[config.mk]
export PLATFORM = sky130hd
export DESIGN_NAME = clock_ratio_monitor
export DESIGN_NICKNAME = d
export VERILOG_FILES = /design/src/rtl/clock_ratio_monitor_pkg.sv /design/src/rtl/clock_ratio_monitor_sync_edge_detect.sv /design/src/rtl/clock_ratio_monitor.sv
export SDC_FILE = /design/constraint.sdc
export NUM_CORES = 1
export LEC_CHECK = 0
export CAP_MARGIN = 10
export CORE_ASPECT_RATIO = 1.2
export CORE_MARGIN = 8
export CORE_UTILIZATION = 35
export DETAILED_ROUTE_END_ITERATION = 10
export SLEW_MARGIN = 15
export SYNTH_ARGS = -nofsm -noshare
export SYNTH_HDL_FRONTEND = slang
export SYNTH_SLANG_ARGS = --single-unit
export TNS_END_PERCENT = 20
[constraint.sdc]
create_clock -name CLK_IN -period 2.9 [get_ports CLK_IN]
set_input_delay 0.29 -clock CLK_IN [delete_from_list [all_inputs] [get_ports CLK_IN]]
set_output_delay 0.29 -clock CLK_IN [all_outputs]
set_load 0.1 [all_outputs]
[src/rtl/clock_ratio_monitor_pkg.sv]
// Shared types and helpers for the divided-clock period monitor.
// Holds the FSM encoding, the default counter width and the saturation limit helper.
package clock_ratio_monitor_pkg;

    typedef enum logic {
        ST_IDLE    = 1'b0,
        ST_MEASURE = 1'b1
    } state_e;

    localparam int DEF_CNT_W = 16;

    function automatic int cnt_max(input int w);
        return (1 << w) - 1;
    endfunction

endpackage

[src/rtl/clock_ratio_monitor_sync_edge_detect.sv]
// Two-flop synchroniser followed by a registered rising-edge pulse.
// The pulse is one clk_i cycle wide and appears 3 cycles after async_i rises.
module sync_edge_detect (
    input  logic clk_i,
    input  logic rst_ni,
    input  logic async_i,
    output logic edge_o
);

    logic meta_q;
    logic sync_q;
    logic prev_q;
    logic edge_q;

    always_ff @(posedge clk_i or negedge rst_ni) begin
        if (!rst_ni) begin
            meta_q <= 1'b0;
            sync_q <= 1'b0;
            prev_q <= 1'b0;
            edge_q <= 1'b0;
        end else begin
            meta_q <= async_i;
            sync_q <= meta_q;
            prev_q <= sync_q;
            edge_q <= sync_q & ~prev_q;
        end
    end

    assign edge_o = edge_q;

endmodule

[src/rtl/clock_ratio_monitor.sv]
// Measures the period of a slow divided clock in CLK_IN cycles and reports it over valid/ready.
// Optional lock tracking is compiled in with `define CLOCK_RATIO_MONITOR_LOCK_EN.
module clock_ratio_monitor
    import clock_ratio_monitor_pkg::*;
#(
    parameter int CNT_W    = DEF_CNT_W,
    parameter int EXPECTED = 50,
    parameter int TOL      = 1,
    parameter int LOCK_N   = 4
) (
    input  logic             CLK_IN,
    input  logic             n_RST,
    input  logic             SLOW_IN,
    output logic [CNT_W-1:0] PERIOD,
    output logic             PERIOD_VALID,
    input  logic             PERIOD_READY,
    output logic             IN_TOL,
    output logic             OVERRUN,
    output logic             STALL,
    output logic             LOCKED,
    output state_e           STATE_DBG
);

    localparam logic [CNT_W-1:0]   CNT_MAX = CNT_W'(cnt_max(CNT_W));
    localparam logic [CNT_W-1:0]   CNT_ONE = CNT_W'(1);
    localparam logic signed [CNT_W:0] EXP_S = (CNT_W+1)'(EXPECTED);
    localparam logic signed [CNT_W:0] TOL_S = (CNT_W+1)'(TOL);

    state_e           state_q;
    logic [CNT_W-1:0] cnt_q;
    logic [CNT_W-1:0] period_q;
    logic             valid_q;
    logic             in_tol_q;
    logic             overrun_q;
    logic             stall_q;

    logic              edge_w;
    logic signed [CNT_W:0] diff_w;
    logic              in_tol_w;
    logic              meas_edge_w;
    logic              stall_evt_w;

    sync_edge_detect u_sync (
        .clk_i   (CLK_IN),
        .rst_ni  (n_RST),
        .async_i (SLOW_IN),
        .edge_o  (edge_w)
    );

    // One extra bit keeps cnt-EXPECTED from wrapping for any counter value.
    assign diff_w      = $signed({1'b0, cnt_q}) - EXP_S;
    assign in_tol_w    = (diff_w <= TOL_S) && (diff_w >= -TOL_S);
    assign meas_edge_w = (state_q == ST_MEASURE) && edge_w;
    assign stall_evt_w = (state_q == ST_MEASURE) && !edge_w && (cnt_q == CNT_MAX);

    // Handshake: a transfer happens on a rising CLK_IN edge where PERIOD_VALID and
    // PERIOD_READY are both 1; PERIOD/IN_TOL stay stable while VALID=1 and READY=0.
    always_ff @(posedge CLK_IN or negedge n_RST) begin
        if (!n_RST) begin
            state_q   <= ST_IDLE;
            cnt_q     <= '0;
            period_q  <= '0;
            valid_q   <= 1'b0;
            in_tol_q  <= 1'b0;
            overrun_q <= 1'b0;
            stall_q   <= 1'b0;
        end else begin
            if (valid_q && PERIOD_READY) begin
                valid_q <= 1'b0;
            end
            case (state_q)
                ST_IDLE: begin
                    if (edge_w) begin
                        state_q <= ST_MEASURE;
                        cnt_q   <= CNT_ONE;
                        stall_q <= 1'b0;
                    end
                end
                ST_MEASURE: begin
                    if (edge_w) begin
                        cnt_q <= CNT_ONE;
                        if (!valid_q || PERIOD_READY) begin
                            period_q <= cnt_q;
                            in_tol_q <= in_tol_w;
                            valid_q  <= 1'b1;
                        end else begin
                            overrun_q <= 1'b1;
                        end
                    end else if (cnt_q == CNT_MAX) begin
                        stall_q <= 1'b1;
                        state_q <= ST_IDLE;
                    end else begin
                        cnt_q <= cnt_q + CNT_ONE;
                    end
                end
                default: state_q <= ST_IDLE;
            endcase
        end
    end

`ifdef CLOCK_RATIO_MONITOR_LOCK_EN
    localparam int RUN_W = $clog2(LOCK_N + 1);

    logic [RUN_W-1:0] run_q;
    logic             locked_q;

    // Every measured period counts toward lock, including ones dropped by backpressure.
    always_ff @(posedge CLK_IN or negedge n_RST) begin
        if (!n_RST) begin
            run_q    <= '0;
            locked_q <= 1'b0;
        end else if (meas_edge_w) begin
            if (in_tol_w) begin
                if (run_q >= RUN_W'(LOCK_N - 1)) begin
                    locked_q <= 1'b1;
                end
                if (run_q != RUN_W'(LOCK_N)) begin
                    run_q <= run_q + RUN_W'(1);
                end
            end else begin
                run_q    <= '0;
                locked_q <= 1'b0;
            end
        end else if (stall_evt_w) begin
            run_q    <= '0;
            locked_q <= 1'b0;
        end
    end

    assign LOCKED = locked_q;
`else
    assign LOCKED = 1'b0;
`endif

    assign PERIOD       = period_q;
    assign PERIOD_VALID = valid_q;
    assign IN_TOL       = in_tol_q;
    assign OVERRUN      = overrun_q;
    assign STALL        = stall_q;
    assign STATE_DBG    = state_q;

endmodule

======== After elaboration in Yosys (flattened, before gate mapping) ========
Index checks and enable logic that the tools add are counted.
word-level totals
  flip-flop bits (word level) ............. 41
  latch bits .............................. 0
  RAM bits ................................ 0
  ROM bits ................................ 0
  bits of input ports ..................... 4
  memories kept ........................... 0
operators by class
  add/subtract/negate cells ............... 2
  $mul .................................... 0
  divide/modulo/power cells ............... 0
  order comparisons ....................... 2
  eq/ne operators ......................... 5
  shift-type cells ........................ 0
  multiplexer cells ....................... 16
  bitwise gates (word level) .............. 4
  reduce and logical (&&, ||, !) cells .... 8
operator list
  kind                                                    count
  2-to-1 mux 16 bit                                       3
  case mux 16 bit (2 select lines)                        1
  >= comparator 17 x 1 -> 1 bit (second input constant)   1
  <= comparator 17 x 2 -> 1 bit (second input constant)   1
  subtractor 16 x 6 -> 17 bit (second input constant)     1
  adder 16 x 1 -> 16 bit (second input constant)          1
  equality test 16 bit (second input constant)            1
  2-to-1 mux 1 bit                                        10
  AND reduction 3 bit                                     3
  inequality test 2 x 1 -> 1 bit (second input constant)  2
  case mux 1 bit (2 select lines)                         2
  inequality test 3 x 2 -> 1 bit (second input constant)  1
  inverter 1 bit                                          3
  logical AND 1 bit                                       2
  inequality test 2 bit (second input constant)           1
  AND reduction 2 bit                                     1
  AND 1 bit                                               1
  logical NOT 1 bit                                       1
  logical OR 1 bit                                        1

======== Longest topological paths before layout ========
  word-level depth ........................ 5
  depth in mapped cells ................... 11
  mapped depth without buffers ............ 10

======== By module ========
Synthesis repeated with hierarchy kept, for this count alone.
second synthesis, totals
  cells, all modules ...................... 233
  area, all modules ....................... 2376.0 um^2
modules (own cells, without submodules)
  module               instances  cells an instance  area an instance (um^2)  seq. area each (um^2)
  clock_ratio_monitor  1          228                2262.2                   925.9
  sync_edge_detect     1          5                  113.9                    100.1

======== Least setup slack after synthesis ========
Ideal clock, no wire load.
  path kind ............................... register to register
  from .................................... reg cnt_q[1]
  to ...................................... reg in_tol_q (netlist: IN_TOL)
  arrival time ............................ 2.762 ns
  setup slack ............................. 0.058 ns
  cell stages (with the launch flop) ...... 12
  period minus slack after synthesis ...... 2.842 ns
  cells stage by stage .................... dfrtp_1 clkbuf_1 inv_1 ha_1 or4b_1 a21oi_1 o21ai_1 a2111o_1 nor4_1 ha_1 nand3b_1 o211ai_2
between the ends
  word-level cells in the longest chain between the ends .. 3
  elaborated cells between the ends (all ways) .. 4
  classes of those cells .................. add/sub (1); order compare (2); reduce/logical (1)
ends and longest elaborated chain
  item                                                                            RTL line                   text
  from (decl)                                                                     clock_ratio_monitor.sv:30  logic [CNT_W-1:0] cnt_q;
  from (signal assigned)                                                          clock_ratio_monitor.sv:93  cnt_q <= cnt_q + CNT_ONE;
  subtractor 16 x 6 -> 17 bit (*)                                                 clock_ratio_monitor.sv:51  assign diff_w = $signed({1'b0, cnt_q}) - EXP_S;
  <= comparator 17 x 2 -> 1 bit or >= comparator 17 x 1 -> 1 bit (tied branches)  clock_ratio_monitor.sv:52  assign in_tol_w = (diff_w <= TOL_S) && (diff_w >= -TOL_S);
  logical AND 1 bit (*)                                                           clock_ratio_monitor.sv:52
  to (signal assigned)                                                            clock_ratio_monitor.sv:84  in_tol_q <= in_tol_w;
  to (decl)                                                                       clock_ratio_monitor.sv:33  logic in_tol_q;
Every way passes the cells marked *; elsewhere a longest branch is shown, timed or not.
A chain may end at the register's enable or synchronous reset.

======== Final worst setup path ========
  from .................................... reg cnt_q[2]
  to ...................................... reg in_tol_q (netlist: IN_TOL)
The elaborated chain is that of the path after synthesis.

==> out/results.ini <==
[detailed_routing]
via_count=1926
wl_per_cell_um=16.5
wl_um=5950
first_pass_iters=4
drt_iter0_markers=168
drtAntennaViolNets=0
drc=0
vias_per_cell=5.35

[worst_setup_path]
worst-path-buf-inv=1
crit_type=reg2reg
reg2reg_depth=10
slowest_delay_ns=0.46
path_cells=inv_1 -> ha_1 -> or4b_1 -> a21oi_1 -> o21ai_1 -> a2111o_1 -> nor4_2 -> ha_1 -> nand3b_1 -> o211ai_2
worst_path_most_repeated_cell=ha_1
cp_slowest_cell=or4b_1
critPathArrivalTime_ns=2.94
cp.depth=10
crit_path_end_kind=flop
critPathTopFamily=simple AND/OR/NAND/NOR gates
path_max_fanout=4
worstSetupStartpointType=flop
crit_required_ns=3.13

[sta]
hold_viol_final=0
period_minus_slack_ns=2.71
fin_setup_tns_ns=0
finalSetupViolCount=0
fin_skew_ns=0.00389
holdWs_ns=0.121
maxSlewViolCount=0
slew_headroom_pct=39.7
rsz0062_at_grt=no
fmax_mhz=369
worst_pin_slew_ns=0.905
period_share_pct=93.5

[die]
num_io_pins=26
start_util_pct=35.4
design.die.area_um2=9670
die_x_um=91.1
die_y_um=106
row_count=33
core-area_um2=6690

[clocking]
ctsHoldBuffers=0
clk_latency_ns=0.30
clockRootBuffer=clkbuf_8
cts_setup_buffers=0
numCtsBuffers=5
cts-resized-gates=0
htree_levels=2
clk_pin_slew_ns=0.08
cts_sinks=41
tritoncts=built
clockBufferDepth=2

[pwr]
power_density_nw_per_um2=684
peakVddDrop_mv=0.421
finalPower_w=0.00192
power_leakage_nw=1.28

[grt]
grt_antenna_before_repair=0
overflow=0
grt_max_degree=42
gr-usage-all-layers_pct=12.8
grt_pass1_wl_um=10100
grt_pass1_vias=1974

[placed_design]
placed_area_um2=2690
io_buffer_count=24
dpl.hpwl_um=4380
place_congestion=0.877

[final_layout]
drive_gt1_share_pct=27.5
antenna_cells=0
finish.utilization_pct=42.0
area_growth_pct=18.5
design_area_um2=2810
nNetsFinal=282

[synthesis]
syn_area_um2=2370
syn-mean-instance-area_um2=9.76
synth_seq_cells=41
syn_inst=243
synth-edff-count=0
synthArstFlopShare_pct=100
synth_nets=253
yosysSeqAreaShare_pct=43.3
synth_ff_type=dfrtp_1
yosysWarnings=0
ys_types=56

[flow_run]
drv_cap=0

[run_status]
outcome=complete, no violations

[min_path]
hold_path.class=in2async

-- stage by stage --
step,setup WS (ns),instances
final,0.190,360
after global routing,0.0180,360
after CTS,0.161,360
after detailed placement,0.176,352
after global placement,0.209,352
after floorplan,0.0576,243
-- cell usage in the layout (no fill, tap or decap), types with 2 or more instances in the layout --
master           netlist  routed
mux2_2                16      16
o21ai_0                5       5
a21oi_1                9       9
xnor2_1                8       8
ha_1                   6       6
nor2_1                22      22
nor3b_1                2       2
and3_1                 2       2
or2_2                  2       2
buf_4                  2      38
inv_1                  6       6
nor3_1                11      11
nand2_1               19      19
or3_1                  6       6
xor2_1                 7       7
clkbuf_8               0       6
o21ai_1                2       2
dfrtp_1               41      41
nand2b_1               4       4
nand4_1                2       2
nor2b_1                3       3
o32ai_1                2       2
a31oi_1                3       3
and4_2                 2       2
or4_1                  2       2
clkdlybuf4s50_1        0       2
nor4_1                 8       7
nand3_1                8       8
a22oi_1                2       2
-- cell families (layout without fill, tap and decap cells) --
logic type / Yosys count / count (layout) / synth area share, %
AO/OA/AOI/OAI: 37 / 37 / 11.8
XOR/XNOR: 15 / 15 / 5.54
adder cells (fa/ha/maj): 6 / 6 / 3.17
buffers and inverters: 25 / 55 / 5.28
flip-flops: 41 / 41 / 43.3
multiplexers: 17 / 17 / 8.02
other: 1 / 1 / 0.158
AND/OR/NAND/NOR: 101 / 101 / 22.7
-- area by class of cell --
cell class | instances | area (um^2)
fillers | 675 | 3880
multi-input cells | 177 | 1230
flip-flops and latches | 41 | 1030
repair buffers | 41 | 310
well taps | 87 | 109
clock buffers | 7 | 86.3
clock inverters | 1 | 30.0
inverters | 6 | 22.5
-- report_power, final --
part,leakage [nW],total [W],internal [W],switching [W]
logic,0.676,0.000766,0.000249,0.000517
clock network,0.0585,0.000488,0.000281,0.000207
registers,0.542,0.000668,0.000626,0.0000421
-- path summary, 6_finish.rpt --
| check | startpoint | end | slack [ns] |
|---|---|---|---|
| hold reg to reg | u_sync.meta_q | u_sync.sync_q | 0.35 |
| setup / recovery | cnt_q[2] | IN_TOL | 0.19 |
| max in group asynchronous | n_RST | cnt_q[7] | 2.23 |
| min in group CLK_IN | u_sync.meta_q | u_sync.sync_q | 0.35 |
| hold / removal | n_RST | u_sync.prev_q | 0.12 |
| setup reg to reg | cnt_q[2] | IN_TOL | 0.19 |
-- state kept, by name, summed over array words and instances (netlist names) --
name,flops
IN_TOL,1
PERIOD,16
u_sync.edge_o,1
u_sync.sync_q,1
STALL,1
u_sync.meta_q,1
cnt_q,16
PERIOD_VALID,1
OVERRUN,1
u_sync.prev_q,1
STATE_DBG,1
-- Yosys cell counts (all sizes together), types with 4 or more instances --
master | instances | area, um^2
nor3 | 11 | 55.1
nor2 | 23 | 93.8
mux2 | 16 | 180
o21ai | 7 | 35.0
inv | 6 | 22.5
or3 | 6 | 37.5
buf | 11 | 71.3
dfrtp | 41 | 1030
ha | 6 | 75.1
nand2 | 19 | 71.3
xor2 | 7 | 61.3
clkbuf | 8 | 31.3
a21oi | 9 | 45.0
xnor2 | 8 | 70.1
nand2b | 4 | 25.0
nand3 | 8 | 40.0
nor4 | 8 | 50.1
-- metal layers --
metal	track usage, %	up-vias	part of all wire, %
met4	5.16	0	2.0
li1	-	918	-
met5	0	-	0
met3	1.97	9	3.2
met1	14.8	956	41
met2	23.1	43	53
(Power assumes the default switching activity.)
